`config.mk`:
```
export PLATFORM = sky130hd
export DESIGN_NAME = npe_seq
export DESIGN_NICKNAME = d
export VERILOG_FILES = /design/src/rtl/npe_seq_pkg.sv /design/src/rtl/npe_seq_cnt.sv /design/src/rtl/npe_seq.sv
export SDC_FILE = /design/constraint.sdc
export NUM_CORES = 1
export LEC_CHECK = 0
export BUFFER_PORTS_ARGS = -buffer_cell sky130_fd_sc_hd__buf_2
export CAP_MARGIN = 15
export CORE_ASPECT_RATIO = 0.6
export CORE_MARGIN = 3
export CORE_UTILIZATION = 40
export CTS_CLUSTER_DIAMETER = 50
export DETAILED_ROUTE_END_ITERATION = 6
export PLACE_DENSITY = 0.67
export SYNTH_ARGS = -nofsm -noshare
export SYNTH_HDL_FRONTEND = slang
export SYNTH_SLANG_ARGS = --single-unit
```
`constraint.sdc`:
```
create_clock -name i_clk -period 6.5 [get_ports i_clk]
set_input_delay 1.3 -clock i_clk [delete_from_list [all_inputs] [get_ports i_clk]]
set_output_delay 1.3 -clock i_clk [all_outputs]
set_load 0.01 [all_outputs]
```
`src/rtl/npe_seq_pkg.sv`:
```
// npe_pkg: shared encodings for the NPE layer sequencer.
//   - mode encodings driven onto o_npe_mode
//   - sequencer state encoding
//   - default counter widths
//   - pe_mask(): MAC-row enable mask derived from mode and krows
package npe_pkg;

  localparam int CNT_WIDTH_DEF = 16;
  localparam int TMO_WIDTH_DEF = 8;

  localparam logic [2:0] MODE_CONV = 3'd0;
  localparam logic [2:0] MODE_FC   = 3'd1;
  localparam logic [2:0] MODE_MAX  = 3'd2;
  localparam logic [2:0] MODE_ADD  = 3'd3;
  localparam logic [2:0] MODE_SORT = 3'd4;

  typedef enum logic [2:0] {
    ST_IDLE  = 3'd0,
    ST_LOAD  = 3'd1,
    ST_FEED  = 3'd2,
    ST_FLUSH = 3'd3,
    ST_DONE  = 3'd4
  } state_e;

  // conv: thermometer of krows; fc: row 0 only; everything else: no MAC rows.
  function automatic logic [6:0] pe_mask(input logic [2:0] mode, input logic [2:0] krows);
    logic [7:0] therm;
    therm = (8'd1 << krows) - 8'd1;
    case (mode)
      MODE_CONV: pe_mask = therm[6:0];
      MODE_FC:   pe_mask = 7'b0000001;
      default:   pe_mask = 7'b0000000;
    endcase
  endfunction

endpackage

```
`src/rtl/npe_seq_cnt.sv`:
```
// npe_seq_cnt: loadable up-counter with terminal-count compare.
//   i_clk, i_rst : clock, async active-high reset
//   i_clr        : synchronous clear to zero (priority over i_inc)
//   i_inc        : increment by one
//   i_last       : terminal value
//   o_tc         : current count equals i_last
module npe_seq_cnt #(
  parameter int W = 16
) (
  input  logic         i_clk,
  input  logic         i_rst,
  input  logic         i_clr,
  input  logic         i_inc,
  input  logic [W-1:0] i_last,
  output logic         o_tc
);

  localparam logic [W-1:0] ONE = {{(W-1){1'b0}}, 1'b1};

  logic [W-1:0] cnt_q, cnt_d;

  // Next count: clear wins over increment.
  always_comb begin
    cnt_d = cnt_q;
    if (i_clr) begin
      cnt_d = '0;
    end else if (i_inc) begin
      cnt_d = cnt_q + ONE;
    end else begin
      cnt_d = cnt_q;
    end
  end

  // Count register.
  always_ff @(posedge i_clk or posedge i_rst) begin
    if (i_rst) begin
      cnt_q <= '0;
    end else begin
      cnt_q <= cnt_d;
    end
  end

  assign o_tc = (cnt_q == i_last);

endmodule

```
`src/rtl/npe_seq.sv`:
```
// npe_seq: layer-level sequencer for the NPE array.
//   Latches a layer configuration on i_start, pops acc_len beats per output
//   from the source buffer, strobes the mode's output pulse, waits for the
//   NPE result (conv/fc/max) and repeats out_num times, then pulses o_done.
//   Ports: i_clk/i_rst, i_start + i_cfg_* (layer config), i_src_vld/o_src_rdy
//   (buffer pop), o_npe_mode/o_sorter_op/o_mdata_vld/o_wdata_vld/o_pe_en and
//   the four output strobes (NPE controls), i_result_vld (NPE result),
//   o_busy/o_done/o_err (status to layer controller).
module npe_seq
  import npe_pkg::*;
#(
  parameter int CNT_WIDTH = CNT_WIDTH_DEF,
  parameter int TMO_WIDTH = TMO_WIDTH_DEF
) (
  input  logic                 i_clk,
  input  logic                 i_rst,
  input  logic                 i_start,
  input  logic [2:0]           i_cfg_mode,
  input  logic [2:0]           i_cfg_krows,
  input  logic [CNT_WIDTH-1:0] i_cfg_acc_len,
  input  logic [CNT_WIDTH-1:0] i_cfg_out_num,
  input  logic [4:0]           i_cfg_last_sort_num,
  input  logic                 i_src_vld,
  output logic                 o_src_rdy,
  output logic [2:0]           o_npe_mode,
  output logic                 o_sorter_op,
  output logic                 o_mdata_vld,
  output logic                 o_wdata_vld,
  output logic [6:0]           o_pe_en,
  output logic                 o_pe_conv_out,
  output logic                 o_pe_fc_out,
  output logic                 o_pe_max_out,
  output logic                 o_sorter_out,
  output logic [4:0]           o_last_line_sorter_num,
  input  logic                 i_result_vld,
  output logic                 o_busy,
  output logic                 o_done,
  output logic                 o_err
);

  localparam logic [CNT_WIDTH-1:0] ONE = {{(CNT_WIDTH-1){1'b0}}, 1'b1};
  // Last FLUSH cycle index before timeout: cycles 0..2^W-2 give 2^W-1 cycles.
  localparam logic [TMO_WIDTH-1:0] TMO_LAST = {{(TMO_WIDTH-1){1'b1}}, 1'b0};

  state_e               state_q, state_d;
  logic [2:0]           mode_q, krows_q;
  logic [CNT_WIDTH-1:0] acc_len_q, out_num_q;
  logic [4:0]           sort_num_q;
  logic                 err_q, err_d;
  logic                 first_q;

  logic cfg_load, cfg_ok, xfer, wait_mode, advance;
  logic beat_tc, out_tc, tmo_tc;

  assign cfg_load  = (state_q == ST_IDLE) && i_start;
  assign xfer      = (state_q == ST_FEED) && i_src_vld;
  assign wait_mode = (mode_q == MODE_CONV) || (mode_q == MODE_FC) || (mode_q == MODE_MAX);
  assign cfg_ok    = (mode_q <= MODE_SORT) && (acc_len_q != '0) && (out_num_q != '0) &&
                     !((mode_q == MODE_CONV) && (krows_q == 3'd0));

  npe_seq_cnt #(.W(CNT_WIDTH)) u_beat_cnt (
    .i_clk(i_clk), .i_rst(i_rst),
    .i_clr((state_q != ST_FEED) || (xfer && beat_tc)),
    .i_inc(xfer),
    .i_last(acc_len_q - ONE),
    .o_tc(beat_tc)
  );

  npe_seq_cnt #(.W(CNT_WIDTH)) u_out_cnt (
    .i_clk(i_clk), .i_rst(i_rst),
    .i_clr(state_q == ST_LOAD),
    .i_inc(advance),
    .i_last(out_num_q - ONE),
    .o_tc(out_tc)
  );

  npe_seq_cnt #(.W(TMO_WIDTH)) u_tmo_cnt (
    .i_clk(i_clk), .i_rst(i_rst),
    .i_clr(state_q != ST_FLUSH),
    .i_inc(state_q == ST_FLUSH),
    .i_last(TMO_LAST),
    .o_tc(tmo_tc)
  );

  // Next-state, error flag and output-advance decode.
  always_comb begin
    state_d = state_q;
    err_d   = err_q;
    advance = 1'b0;
    case (state_q)
      ST_IDLE: begin
        if (i_start) begin
          state_d = ST_LOAD;
          err_d   = 1'b0;
        end else begin
          state_d = ST_IDLE;
        end
      end
      ST_LOAD: begin
        if (cfg_ok) begin
          state_d = ST_FEED;
        end else begin
          err_d   = 1'b1;
          state_d = ST_DONE;
        end
      end
      ST_FEED: begin
        if (xfer && beat_tc) begin
          state_d = ST_FLUSH;
        end else begin
          state_d = ST_FEED;
        end
      end
      ST_FLUSH: begin
        // A result is taken even on the timeout's last cycle.
        if (!wait_mode || i_result_vld) begin
          advance = 1'b1;
          state_d = out_tc ? ST_DONE : ST_FEED;
        end else if (tmo_tc) begin
          err_d   = 1'b1;
          state_d = ST_DONE;
        end else begin
          state_d = ST_FLUSH;
        end
      end
      ST_DONE: state_d = ST_IDLE;
      default: state_d = ST_IDLE;
    endcase
  end

  // State, error and first-flush-cycle registers.
  always_ff @(posedge i_clk or posedge i_rst) begin
    if (i_rst) begin
      state_q <= ST_IDLE;
      err_q   <= 1'b0;
      first_q <= 1'b0;
    end else begin
      state_q <= state_d;
      err_q   <= err_d;
      first_q <= (state_d == ST_FLUSH) && (state_q != ST_FLUSH);
    end
  end

  // Layer configuration captured on an accepted start.
  always_ff @(posedge i_clk or posedge i_rst) begin
    if (i_rst) begin
      mode_q     <= 3'd0;
      krows_q    <= 3'd0;
      acc_len_q  <= '0;
      out_num_q  <= '0;
      sort_num_q <= 5'd0;
    end else if (cfg_load) begin
      mode_q     <= i_cfg_mode;
      krows_q    <= i_cfg_krows;
      acc_len_q  <= i_cfg_acc_len;
      out_num_q  <= i_cfg_out_num;
      sort_num_q <= i_cfg_last_sort_num;
    end
  end

  assign o_busy                 = (state_q != ST_IDLE);
  assign o_done                 = (state_q == ST_DONE);
  assign o_err                  = err_q;
  assign o_src_rdy              = (state_q == ST_FEED);
  assign o_mdata_vld            = xfer;
  assign o_wdata_vld            = xfer && ((mode_q == MODE_CONV) || (mode_q == MODE_FC) ||
                                           (mode_q == MODE_ADD));
  assign o_npe_mode             = mode_q;
  assign o_last_line_sorter_num = sort_num_q;
  assign o_sorter_op            = o_busy && (mode_q == MODE_SORT);
  assign o_pe_en                = o_busy ? pe_mask(mode_q, krows_q) : 7'd0;
  assign o_pe_conv_out          = first_q && (mode_q == MODE_CONV);
  assign o_pe_fc_out            = first_q && (mode_q == MODE_FC);
  assign o_pe_max_out           = first_q && (mode_q == MODE_MAX);
  // Sorter only strobes on the final output line.
  assign o_sorter_out           = first_q && (mode_q == MODE_SORT) && out_tc;

endmodule

```
; ---- Word level (Yosys, flattened, before mapping)
; Cells that the tools add are included.
[classes]
addsub = 6
order_cmp = 1
eq_ne = 18
shift = 1
muxes = 22
n_reduce_logical = 33
[ops]
columns = cell, count
row1 = 16-bit two-way mux, 4
row2 = 16-bit by 1-bit adder with 16-bit output (second input constant), 2
row3 = 16-bit == test, 2
row4 = 16-bit nonzero test, 2
row5 = 16-bit by 1-bit subtractor with 16-bit output (second input constant), 2
row6 = 8-bit two-way mux, 2
row7 = 3-bit by 2-bit == test with 1-bit output (second input constant), 5
row8 = 1-bit logical AND, 15
row9 = 7-bit one-hot mux with 2 select lines, 1
row10 = 3-bit two-way mux, 4
row11 = 3-bit one-hot mux with 4 select lines, 1
row12 = 3-bit zero test, 3
row13 = 8-bit by 1-bit adder with 8-bit output (second input constant), 1
row14 = 8-bit == test (second input constant), 1
row15 = 1-bit two-way mux, 8
row16 = 2-bit != test (second input constant), 4
row17 = 7-bit two-way mux, 1
row18 = 1-bit by 3-bit left shift with 7-bit output (first input constant), 1
row19 = 7-bit by 1-bit subtractor with 7-bit output (second input constant), 1
row20 = 3-bit by 1-bit == test with 1-bit output (second input constant), 2
row21 = 3-bit == test (second input constant), 2
row22 = 3-bit by 2-bit != test with 1-bit output (second input constant), 2
row23 = 2-bit nonzero test, 3
row24 = 3-bit nonzero test, 2
row25 = 5 further kinds, 10
[totals]
reg_bits = 88
in_bits = 48
out_inout_bits = 26

; ---- Depth between registers and ports, before layout
; Gate-level depths: netlist (run 1).
[logic_depth]
word_depth = 9
ltp_mapped = 11
mapped_depth_nobuf = 8

; ---- Cells and area by module
; A second synthesis (run 1) with hierarchy kept.
[hier_totals]
cells_unflattened = 514
area_unflattened_um2 = 5248.8
[by_module_without_submodules]
columns = module, n_inst, cells_per_inst, area_per_inst_um2, seq_area_each_um2
row1 = npe_seq, 1, 262, 2763.9, 1201.2
row2 = npe_seq_cnt (u_beat_cnt ...), 2, 101, 1003.5, 400.4
row3 = npe_seq_cnt (u_tmo_cnt), 1, 50, 478.0, 200.2

; ---- Least setup slack after synthesis (run 1)
; OpenSTA, ideal clock, no wires.
[synth_path]
path_type = register to output
start = register out_num_q[0]
end = output port o_sorter_out
t_arrival_ns = 2.655
path_slack_ns = 2.545
stages_incl_launch_ff = 7
cell_sequence = dfrtp_1 -> or4_4 -> or3_4 -> a2111oi_4 -> nand4_1 -> or4b_1 -> nor4b_2
[synth_between]
elab_chain_cells = 3
[synth_lines]
columns = item, line_no
row1 = "start, declared", npe_seq.sv:47  ; logic [CNT_WIDTH-1:0] acc_len_q, out_num_q;
row2 = "start signal, assigned", npe_seq.sv:156  ; out_num_q <= i_cfg_out_num;
row3 = 16-bit by 1-bit subtractor with 16-bit output, npe_seq.sv:73  ; .i_last(out_num_q - ONE),
row4 = 16-bit == test, npe_seq_cnt.sv:43  ; assign o_tc = (cnt_q == i_last);
row5 = 1-bit logical AND, npe_seq.sv:176  ; assign o_sorter_out = first_q && (mode_q == MODE_SORT) && out_tc;
row6 = "end, declared", npe_seq.sv:33  ; output logic o_sorter_out,
; Every way passes these cells.

; ---- Final worst setup path (run 1)
; Ends and elaborated chain as after synthesis.

==> reports/results.tsv, run 1 <==
stage	metric	value	unit
route	DRC	0	
synth	post-synthesis cell type count	63	
cts	H-tree depth	3	
worst_setup_path	Startpoint Class	register	
sta	RSZ-0062 raised after global routing	false	
power	power per cell area	211.9	nW/um^2
worst_setup_path	CP required	5.20	ns
route	Via density	5.704	
synth	Synth async-reset ratio	1.000	
synth	Mean Syn Cell Area	9.775	um^2
synth	Post-Syn Instances	538	
sta	hold slack	0.5113	ns
cts	Root Buffer	clkbuf_16	
synth	mapped cell area	5259	um^2
floorplan	core area	12450	um^2
finish	share of layout cells above drive strength 1	0.2368	
sta	Setup violations, final	0	
worst_setup_path	Worst setup EP type	output pin	
finish	commonest non-fill, non-tap cell in the layout	dfrtp_1	
finish	P&R area growth vs syn	16.01	%
cts	CTS tree	built	
cts	CTS Buffer Depth	2	
finish	Filler cells	1152	
synth	Synth Register Bits	88	
worst_setup_path	CP max FO	6	
sta	Slew Viols, Final	0	
grt	vias in the first global route	4151	
placed_design	DP Wirelength	9697	um
sta	Final Hold Viols	0	
worst_setup_path	WS Path Type	reg -> out	
route	Total Routed Length	13520	um
synth	Seq/Total Area, Yosys	0.4187	
grt	maximum number of pins on one net before global-route repair	89	
floorplan	die width	154.0	um
placed_design	GP Congestion	0.9202	
route	via count	4386	
cts	Resized cells post-CTS	0	
placed_design	port buffer count	73	
cts	clock sinks	88	
route	DR WL/cell	17.58	um
floorplan	Top Ports	74	
cts	# hold bufs at CTS	0	
sta	Max Fclk	214.6	MHz
cts	Skew-Pair Late Insertion Delay	0.34	ns
power	LEAKAGE	2.788	nW
floorplan	die area	14600	um^2
power	VDD IR-drop max	0.1542	mV
floorplan	Die Span Y	94.82	um
finish	most frequent cells in the layout	dfrtp_1, buf_2, nor2_1, xnor2_1, mux2_2	
worst_setup_path	WP data arrival	3.36	ns
grt	Total Routing Usage GR	0.1876	
hold_path	Hold Crit Class	reg -> reg	
cts	Inserted Clock Buffers	9	
grt	GRT overflow	0	
sta	Worst slew margin	0.1887	
finish	final net count	656	
synth	Yosys Warn Count	0	
grt	initial antenna violation count	0	
finish	diode count	0	
synth	EDFF count, synth	0	
sta	worst clock skew	0.006882	ns
floorplan	# rows	31	
cts	Worst-path clk slew	0.06	ns
floorplan	Initial Util	0.4224	
power	Pwr Total	1.293	mW
job	MaxCap Viol Count	0	
synth	syn nets	594	
sta	period utilization	0.7168	
sta	Worst-Margin Slew	1.206	ns
route	iteration-0 DRC count of the detailed router	386	
run_status	status	finished clean	
cts	Post-CTS Setup Bufs	0	
grt	first-pass GRT wire length	21770	um
route	Pre-Repair DR Iteration Count	6	
sta	setup TNS	0	ns
synth	ys flop type	dfrtp_1	
sta	min Tclk post-route	4.659	ns
route	Final ANT Viol Nets	0	
state kept, by name, summed over array words and instances, names as in the netlist:
register,count
state_q,3
o_err,1
o_last_line_sorter_num,5
out_num_q,16
krows_q,3
u_tmo_cnt.cnt_q,8
first_q,1
acc_len_q,16
u_out_cnt.cnt_q,16
u_beat_cnt.cnt_q,16
o_npe_mode,3
area by class of cell:
cell class / instances / area [um^2] / share of cell area
Inverter: 18 / 68.82 / 0.01128
Sequential cell: 88 / 2202 / 0.3610
Clock inverter: 3 / 65.06 / 0.01066
Clock buffer: 12 / 256.5 / 0.04204
Timing Repair Buffer: 77 / 415.4 / 0.06809
Multi-Input combinational cell: 406 / 2887 / 0.4731
Tap cell: 165 / 206.4 / 0.03384
metal layers:
metal,GRT usage,share of wire
met3,0.06456,0.083
met4,0.03747,0.0075
met2,0.2642,0.40
met5,0,0
met1,0.2786,0.51
worst paths after layout:
| check | startpoint | endpoint | slack, ns | cells after the start |
|---|---|---|---|---|
| worst max-delay path | out_num_q[0] | o_sorter_out | 1.84 | 7 |
| max in group asynchronous | i_rst | out_num_q[0] | 4.87 | 4 |
| worst min register to register | o_last_line_sorter_num[2] | o_last_line_sorter_num[2] | 0.51 | 1 |
| min in group asynchronous | i_rst | acc_len_q[4] | 0.98 | 3 |
| worst min-delay path | o_last_line_sorter_num[2] | o_last_line_sorter_num[2] | 0.51 | 1 |
| worst max register to register | acc_len_q[3] | u_beat_cnt.cnt_q[2] | 2.92 | 6 |
report_power, final:
group	internal [mW]	switching (mW)	total [mW]	leakage, nW
clock	0.355	0.212	0.567	0.159
combinational	0.0599	0.0592	0.119	1.46
sequential	0.569	0.0382	0.607	1.17
through the flow:
| step | util | worst slack [ns] | cells | cell area [um^2] |
|---|---|---|---|---|
| 5_1_grt | 0.4900 | 1.695 | 769 | 6101 |
| 3_3_place_gp | 0.4620 | 2.249 | 753 | 5752 |
| 4_1_cts | 0.4878 | 1.843 | 768 | 6073 |
| 6_report | 0.4900 | 1.841 | 769 | 6101 |
| 3_5_place_dp | 0.4620 | 2.264 | 753 | 5752 |
| 2_1_floorplan | - | 2.545 | 538 | 5259 |
cell families (layout without fill, tap and decap cells):
| group | Yosys count | in the layout | share of synthesized area |
|---|---|---|---|
| AO/OA/AOI/OAI | 64 | 64 | 0.08375 |
| XOR/XNOR | 72 | 72 | 0.1225 |
| adder cells (fa/ha/maj) | 8 | 8 | 0.01903 |
| buffers and inverters | 44 | 110 | 0.03260 |
| flip-flops | 88 | 88 | 0.4187 |
| multiplexers | 41 | 41 | 0.09231 |
| AND/OR/NAND/NOR | 221 | 221 | 0.2310 |
synthesized netlist by cell type (2+ instances only):
cell      number  area [um^2]
dfrtp_1       88         2202
nor2_1        48        180.2
xnor2_1       40        350.3
mux2_2        37        416.7
nor3_1        31        155.2
xor2_1        31        271.5
nand2_1       27        101.4
nand3_1       23        115.1
clkbuf_1      21        78.83
o21ai_0       20        100.1
inv_1         16        60.06
a21oi_1       12        60.06
nor4_1        12        75.07
and3_1        10        62.56
nand4_1       10        62.56
or3_1         10        62.56
ha_1           8        100.1
and2_1         6        37.54
nand2b_1       5        31.28
nor3b_1        5        37.54
a211o_1        4        35.03
and4_1         4        35.03
nand4b_1       4        35.03
nor2b_1        4        25.02
o211ai_1       4        30.03
or4_1          4        30.03
nand3b_1       3        22.52
nor4b_1        3        26.28
o31ai_1        3        22.52
a211oi_1       2        15.01
a311oi_1       2        17.52
a31oi_1        2        12.51
and3b_1        2        17.52
buf_1          2        7.510
buf_2          2        10.01
inv_2          2        7.510
mux2i_1        2        20.02
or2_2          2        12.51
or4_4          2        22.52
or4b_1         2        20.02
critical path, cell delays in order (launching register included):
cell and delay (ns):
dfrtp_1 0.44, or4_4 0.60, or3_4 0.40, a2111oi_4 0.38, nand4_1 0.14, or4b_1 0.62
nor4b_2 0.27, buf_2 0.17
Power figures use the tool's default switching activity.
==> inputs of run 2 (changes only) <==
PLACE_DENSITY = 0.69   (was 0.67)
clock period = 3.95 ns   (was 6.5 ns; I/O delays follow)
==> run 2 against run 1 <==
Net effect: count of clock-buffer cells in the layout increased by 1; non-clock buffer count grew 9; register-to-register slack worse by 2.1 ns; largest power group unchanged; via count up 1.6%.
==> reports/results.tsv, run 2 (synthesis gave the netlist of run 1 again) <==
stage	metric	value	unit	change
floorplan	Initial Util	0.4224		unchanged
route	DRC	0		unchanged
power	VDD IR-drop max	0.1893	mV	was 0.1542 mV
cts	Root Buffer	clkbuf_16		unchanged
worst_setup_path	WP buf/inv	1		unchanged
finish	P&R area growth vs syn	17.49	%	was 16.01%
power	Pwr Total	2.112	mW	was 1.293 mW
power	LEAKAGE	2.818	nW	was 2.788 nW
grt	GRT overflow	0		unchanged
sta	min Tclk post-route	3.885	ns	
grt	vias in the first global route	4229		was 4151
worst_setup_path	slowest stage cell, crit path	or4b_4		was or4b_1
cts	CTS tree	built		unchanged
worst_setup_path	crit-path max cell delay	0.55	ns	was 0.62 ns
finish	share of layout cells above drive strength 1	0.2590		was 0.2368
placed_design	GP Congestion	0.8992		was 0.9202
grt	maximum number of pins on one net before global-route repair	48		was 89
worst_setup_path	Worst setup EP type	output pin		unchanged
placed_design	DP Worst Slack	0.2151	ns	was 2.264 ns
grt	first-pass GRT wire length	22070	um	was 21770 um
route	Via density	5.718		was 5.704
route	Pre-Repair DR Iteration Count	5		was 6
worst_setup_path	CP max FO	2		was 6
grt	Total Routing Usage GR	0.1896		was 0.1876
cts	Skew-Pair Late Insertion Delay	0.34	ns	about the same
cts	H-tree depth	3		unchanged
finish	final net count	665		was 656
worst_setup_path	worst path cell trace	or4_4 -> or3_4 -> a2111oi_4 -> nand4_1 -> or4b_4 -> nor4b_2 -> buf_2		was or4_4 -> or3_4 -> a2111oi_4 -> nand4_1 -> or4b_1 -> nor4b_2 -> buf_2
sta	Setup violations, final	0		unchanged
floorplan	core area	12450	um^2	unchanged
route	via count	4454		was 4386
sta	setup TNS	0	ns	unchanged
floorplan	# rows	31		unchanged
worst_setup_path	CP required	3.16	ns	was 5.20 ns
floorplan	die width	154.0	um	unchanged
hold_path	hold path depth	1		unchanged
route	iteration-0 DRC count of the detailed router	312		was 386
finish	commonest non-fill, non-tap cell in the layout	dfrtp_1		unchanged
worst_setup_path	Stages on worst setup path	7		unchanged
worst_setup_path	FF-to-FF path depth	8		was 6
sta	Max Fclk	257.4	MHz	
route	Total Routed Length	13570	um	was 13520 um
cts	CTS Buffer Depth	2		unchanged
sta	worst clock skew	0.005317	ns	was 0.006882 ns
power	power per cell area	341.8	nW/um^2	was 211.9 nW/um^2
run_status	status	finished clean		unchanged
finish	Finished Cell Area	6178	um^2	was 6101 um^2
route	Final ANT Viol Nets	0		unchanged
placed_design	DP Wirelength	9951	um	was 9697 um
sta	Worst slew margin	0.3341		was 0.1887
cts	clock sinks	88		unchanged
worst_setup_path	WS Path Type	reg -> out		unchanged
worst_setup_path	WP data arrival	3.09	ns	was 3.36 ns
floorplan	Top Ports	74		unchanged
sta	period utilization	0.9835		
route	DR WL/cell	17.42	um	was 17.58 um
grt	initial antenna violation count	0		unchanged
cts	Inserted Clock Buffers	9		unchanged
finish	most frequent cells in the layout	dfrtp_1, buf_2, nor2_1, xnor2_1, mux2_2		unchanged
cts	Worst-path clk slew	0.06	ns	about the same
worst_setup_path	cell family with most CP delay	simple AND/OR/NAND/NOR gates		unchanged
placed_design	Area after DPL	5782	um^2	was 5752 um^2
floorplan	Die Span Y	94.82	um	unchanged
floorplan	die area	14600	um^2	unchanged
sta	Worst-Margin Slew	0.9952	ns	was 1.206 ns
hold_path	Hold Crit Class	reg -> reg		unchanged
sta	Final Hold Viols	0		unchanged
sta	Slew Viols, Final	0		unchanged
finish	diode count	0		unchanged
job	MaxCap Viol Count	0		unchanged
placed_design	port buffer count	73		unchanged
sta	final worst slack	0.06506	ns	was 1.841 ns
cts	# hold bufs at CTS	0		unchanged
worst_setup_path	Startpoint Class	register		unchanged
run 2: changes by cell type in the layout (fill, tap and decap cells not counted), moves of 2 or more:
| cell | previous run | this run |
|---|---|---|
| buf_4 | 3 | 13 |
| clkbuf_1 | 1 | 3 |
| dfrtp_1 | 88 | 86 |
| dfrtp_2 | 0 | 2 |
| or4b_1 | 2 | 0 |
| or4b_4 | 0 | 2 |
run 2: worst paths after layout:
path,from,to,slack (ns)
worst min register to register,o_last_line_sorter_num[3],o_last_line_sorter_num[3],0.51
worst max-delay path,out_num_q[2],o_sorter_out,0.07
worst min-delay path,o_last_line_sorter_num[3],o_last_line_sorter_num[3],0.51
worst max register to register,state_q[1],u_beat_cnt.cnt_q[5],0.86
max in group asynchronous,i_rst,u_out_cnt.cnt_q[2],2.55
min in group asynchronous,i_rst,u_beat_cnt.cnt_q[6],0.59
run 2: per-layer routing:
metal | share of wire | track usage | vias up
met3 | 0.079 | 0.05220 | 15
met5 | 0 | 0 | -
met2 | 0.40 | 0.2522 | 195
met1 | 0.51 | 0.2996 | 2175
met4 | 0.0091 | 0.04262 | 0
li1 | - | - | 2069
run 2: through the flow:
stage | util | cells | hold slack [ns]
final | 0.4962 | 779 | 0.5082
after floorplan | - | 538 | 0.4915
after detailed placement | 0.4644 | 757 | 0.4912
after global routing | 0.4962 | 779 | 0.5434
after global placement | 0.4644 | 757 | 0.4878
after CTS | 0.4940 | 777 | 0.5124
run 2: repair_timing:
item                                    CTS  global route
setup buffers                             4             2
pin swaps                                 3             3
endpoints found under the setup margin    1             1
resized for setup                         5             4
run 2: area by class of cell:
| class | instances | area, um^2 |
|---|---|---|
| clock inverters | 3 | 65.06 |
| clock buffers | 13 | 250.2 |
| flip-flops and latches | 88 | 2205 |
| repair buffers | 86 | 462.9 |
| multi-input cells | 406 | 2920 |
| inverters | 18 | 68.82 |
| fillers | 1101 | 6272 |
| well taps | 165 | 206.4 |
run 2: where the power goes:
group	internal, mW	leakage [nW]	switching, mW
registers	0.936	1.17	0.0635
logic	0.0962	1.50	0.0927
clock network	0.572	0.154	0.352
total	1.60	2.82	0.508
==> inputs of run 3 (changes only) <==
ABC_AREA = 1   (was default)
==> run 3 against run 2 <==
Net effect: global-route usage grew 1.9 points; clock skew about the same; non-clock buffer count is 10 lower; first-iteration DRC count up 54%; cell count increased by 33%; largest cell class unchanged; largest power group is now combinational logic.
==> reports/results.tsv, run 3 <==
stage	metric	value	unit	change
synth	Post-Syn Instances	786		was 538
route	via count	5328		was 4454
sta	worst clock skew	0.005807	ns	was 0.005317 ns
floorplan	Top Ports	74		unchanged
worst_setup_path	WP buf/inv	2		was 1
worst_setup_path	WS Path Type	reg -> out		unchanged
synth	Seq/Total Area, Yosys	0.3977		was 0.4187
cts	clock sinks	88		unchanged
synth	Synth async-reset ratio	1.000		unchanged
finish	commonest non-fill, non-tap cell in the layout	nand2_1		was dfrtp_1
cts	CTS tree	built		unchanged
worst_setup_path	Startpoint Class	register		unchanged
sta	Max Fclk	322.1	MHz	was 257.4 MHz
job	MaxCap Viol Count	0		unchanged
floorplan	Initial Util	0.4204		was 0.4224
power	LEAKAGE	3.222	nW	was 2.818 nW
hold_path	hold path startpoint	o_last_line_sorter_num[0]		was o_last_line_sorter_num[3]
cts	Post-CTS Setup Bufs	0		was 4
worst_setup_path	worst path cell trace	inv_1 -> ha_1 -> nand2_1 -> nor2_1 -> xor2_1 -> nand3b_1 -> nor2_1 -> nand3_1 -> nor3_1 -> buf_2		was or4_4 -> or3_4 -> a2111oi_4 -> nand4_1 -> or4b_4 -> nor4b_2 -> buf_2
grt	GRT overflow	0		unchanged
cts	Inserted Clock Buffers	9		unchanged
floorplan	core area	13170	um^2	was 12450 um^2
worst_setup_path	CP required	3.16	ns	about the same
finish	share of layout cells above drive strength 1	0.1247		was 0.2590
worst_setup_path	CP max FO	5		was 2
worst_setup_path	crit-path most repeated cell	nor2_1		
sta	RSZ-0062 raised after global routing	false		
grt	first-pass GRT wire length	25250	um	was 22070 um
sta	Final Hold Viols	0		unchanged
sta	period utilization	0.7859		was 0.9835
cts	CTS Buffer Depth	2		unchanged
sta	Worst slew margin	0.4720		was 0.3341
route	Pre-Repair DR Iteration Count	5		unchanged
power	VDD IR-drop max	0.2846	mV	was 0.1893 mV
placed_design	port buffer count	73		unchanged
route	DRC	0		unchanged
synth	mapped cell area	5538	um^2	was 5259 um^2
sta	Worst-Margin Slew	0.7910	ns	was 0.9952 ns
power	power per cell area	713.1	nW/um^2	was 341.8 nW/um^2
synth	top cell type's share of synthesized area	0.3977		was 0.4187
grt	maximum number of pins on one net before global-route repair	44		was 48
placed_design	DP Wirelength	12400	um	was 9951 um
run_status	status	finished clean		unchanged
grt	Total Routing Usage GR	0.2088		was 0.1896
worst_setup_path	cell family with most CP delay	simple AND/OR/NAND/NOR gates		unchanged
synth	Synth area leaders	dfrtp_1, nand2_1, nor2_1		was dfrtp_1, mux2_2, xnor2_1
cts	# hold bufs at CTS	0		unchanged
cts	Resized cells post-CTS	0		was 5
cts	Root Buffer	clkbuf_16		unchanged
hold_path	Hold Crit Class	reg -> reg		unchanged
finish	Filler cells	1348		was 1101
worst_setup_path	Register-to-Register Setup Slack	1.44	ns	was 0.86 ns
synth	count leader, synth	nand2_1		was dfrtp_1
route	Via density	5.143		was 5.718
synth	EDFF count, synth	0		unchanged
synth	post-synthesis cell type count	33		was 63
route	Total Routed Length	15800	um	was 13570 um
hold_path	hold path depth	2		was 1
floorplan	die area	15340	um^2	was 14600 um^2
cts	Skew-Pair Late Insertion Delay	0.34	ns	about the same
worst_setup_path	Worst setup EP type	output pin		unchanged
synth	syn nets	842		was 594
finish	P&R area growth vs syn	15.84	%	was 17.49%
finish	diode count	0		unchanged
worst_setup_path	r2r startpoint	state_q[2]		was state_q[1]
finish	final net count	917		was 665
route	DR WL/cell	15.25	um	was 17.42 um
worst_setup_path	WP data arrival	2.31	ns	was 3.09 ns
worst_setup_path	FF-to-FF path depth	8		unchanged
worst_setup_path	slowest stage cell, crit path	dfrtp_1		was or4b_4
cts	Worst-path clk slew	0.07	ns	was 0.06 ns
synth	ys flop type	dfrtp_1		unchanged
sta	Setup violations, final	0		unchanged
route	Final ANT Viol Nets	0		unchanged
synth	Mean Syn Cell Area	7.046	um^2	was 9.775 um^2
synth	Synth area leader	dfrtp_1		unchanged
power	Pwr Total	4.575	mW	was 2.112 mW
finish	most frequent cells in the layout	nand2_1, nor2_1, inv_1, dfrtp_1, buf_2		was dfrtp_1, buf_2, nor2_1, xnor2_1, mux2_2
placed_design	GP Congestion	0.9888		was 0.8992
hold_path	Hold Path End	o_last_line_sorter_num[0]		was o_last_line_sorter_num[3]
worst_setup_path	Reg-to-Reg End	out_num_q[6]		was u_beat_cnt.cnt_q[5]
floorplan	Die Span Y	97.14	um	was 94.82 um
grt	vias in the first global route	4738		was 4229
synth	Synth Register Bits	88		unchanged
floorplan	die width	157.9	um	was 154.0 um
sta	setup TNS	0	ns	unchanged
synth	commonest cells in the netlist	nand2_1, nor2_1, inv_1		was dfrtp_1, nor2_1, xnor2_1
grt	initial antenna violation count	0		unchanged
route	iteration-0 DRC count of the detailed router	481		was 312
floorplan	# rows	32		was 31
sta	Slew Viols, Final	0		unchanged
worst_setup_path	crit-path max cell delay	0.39	ns	was 0.55 ns
sta	min Tclk post-route	3.104	ns	was 3.885 ns
synth	Yosys Warn Count	0		unchanged
cts	H-tree depth	3		unchanged
run 3: changes by cell type after synthesis, sizes merged, moves of 8 or more:
cell,previous run,this run
nand2,27,236
inv,18,92
nor2,48,118
mux2,38,0
nand3,23,52
o21ai,20,43
xnor2,40,21
clkbuf,21,6
nor4,13,2
or3,11,0
and3,10,1
nand3b,3,12
nor3,31,23
run 3: through the flow:
step | instances | hold WS, ns | area, um^2 | setup slack (ns) | util
detailed placement | 1020 | 0.4579 | 6082 | 1.234 | 0.4617
finish | 1036 | 0.4757 | 6415 | 0.8456 | 0.4870
CTS | 1036 | 0.4764 | 6415 | 0.8334 | 0.4870
global placement | 1020 | 0.4579 | 6082 | 1.277 | 0.4617
floorplan | 786 | 0.4728 | 5538 | 0.8814 | -
global route | 1036 | 0.4903 | 6415 | 0.6240 | 0.4870
run 3: worst register-to-register path, delay by kind of cell (launching register included):
| kind | cells | cell delay (ns) |
|---|---|---|
| AND/OR/NAND/NOR | 5 | 1.24 |
| buffers and inverters | 3 | 0.74 |
| flip-flops | 1 | 0.45 |
run 3: logic make-up after synthesis:
family	Yosys count	share of synthesized area
flip-flops	88	0.3976
AND/OR/NAND/NOR	463	0.3624
buffers and inverters	105	0.07478
XOR/XNOR	47	0.07433
AO/OA/AOI/OAI	75	0.07275
adder cells (fa/ha/maj)	8	0.01808
run 3: area by class of cell:
class                      count  area [um^2]  area share
multi-input combinational    593         2929      0.4566
sequential                    88         2202      0.3433
timing repair buffer          76        387.9     0.06046
inverter                      93        350.3     0.05461
clock buffer                  12        256.5     0.03998
tap                          170        212.7     0.03316
clock inverter                 4        76.32     0.01190
run 3: worst max path at each step:
| stage | startpoint | to | slack, ns | depth (start not counted) |
|---|---|---|---|---|
| after floorplan | i_rst | acc_len_q[0] | 0.88 | 1 |
| after global placement | out_num_q[0] | o_sorter_out | 1.28 | 11 |
| after detailed placement | out_num_q[0] | o_sorter_out | 1.23 | 10 |
| after CTS | out_num_q[0] | o_sorter_out | 0.83 | 10 |
| after global routing | out_num_q[3] | o_sorter_out | 0.62 | 12 |
| final | out_num_q[0] | o_sorter_out | 0.85 | 10 |
run 3: per-layer routing:
| metal | track usage | vias to the layer above | part of all wire | wire length, um |
|---|---|---|---|---|
| met2 | 0.2384 | 238 | 0.34 | 5445 |
| met1 | 0.3613 | 2439 | 0.54 | 8591 |
| met4 | 0.02733 | 0 | 0.0041 | 64 |
| li1 | - | 2643 | - | - |
| met5 | 0 | - | 0 | 0 |
| met3 | 0.07521 | 8 | 0.11 | 1697 |
run 3: power breakdown:
group          internal [mW]  total [mW]  switching, mW
sequential              1.16        1.48          0.325
combinational          0.722        2.14           1.41
clock                  0.591       0.954          0.363
total                   2.47        4.57           2.10
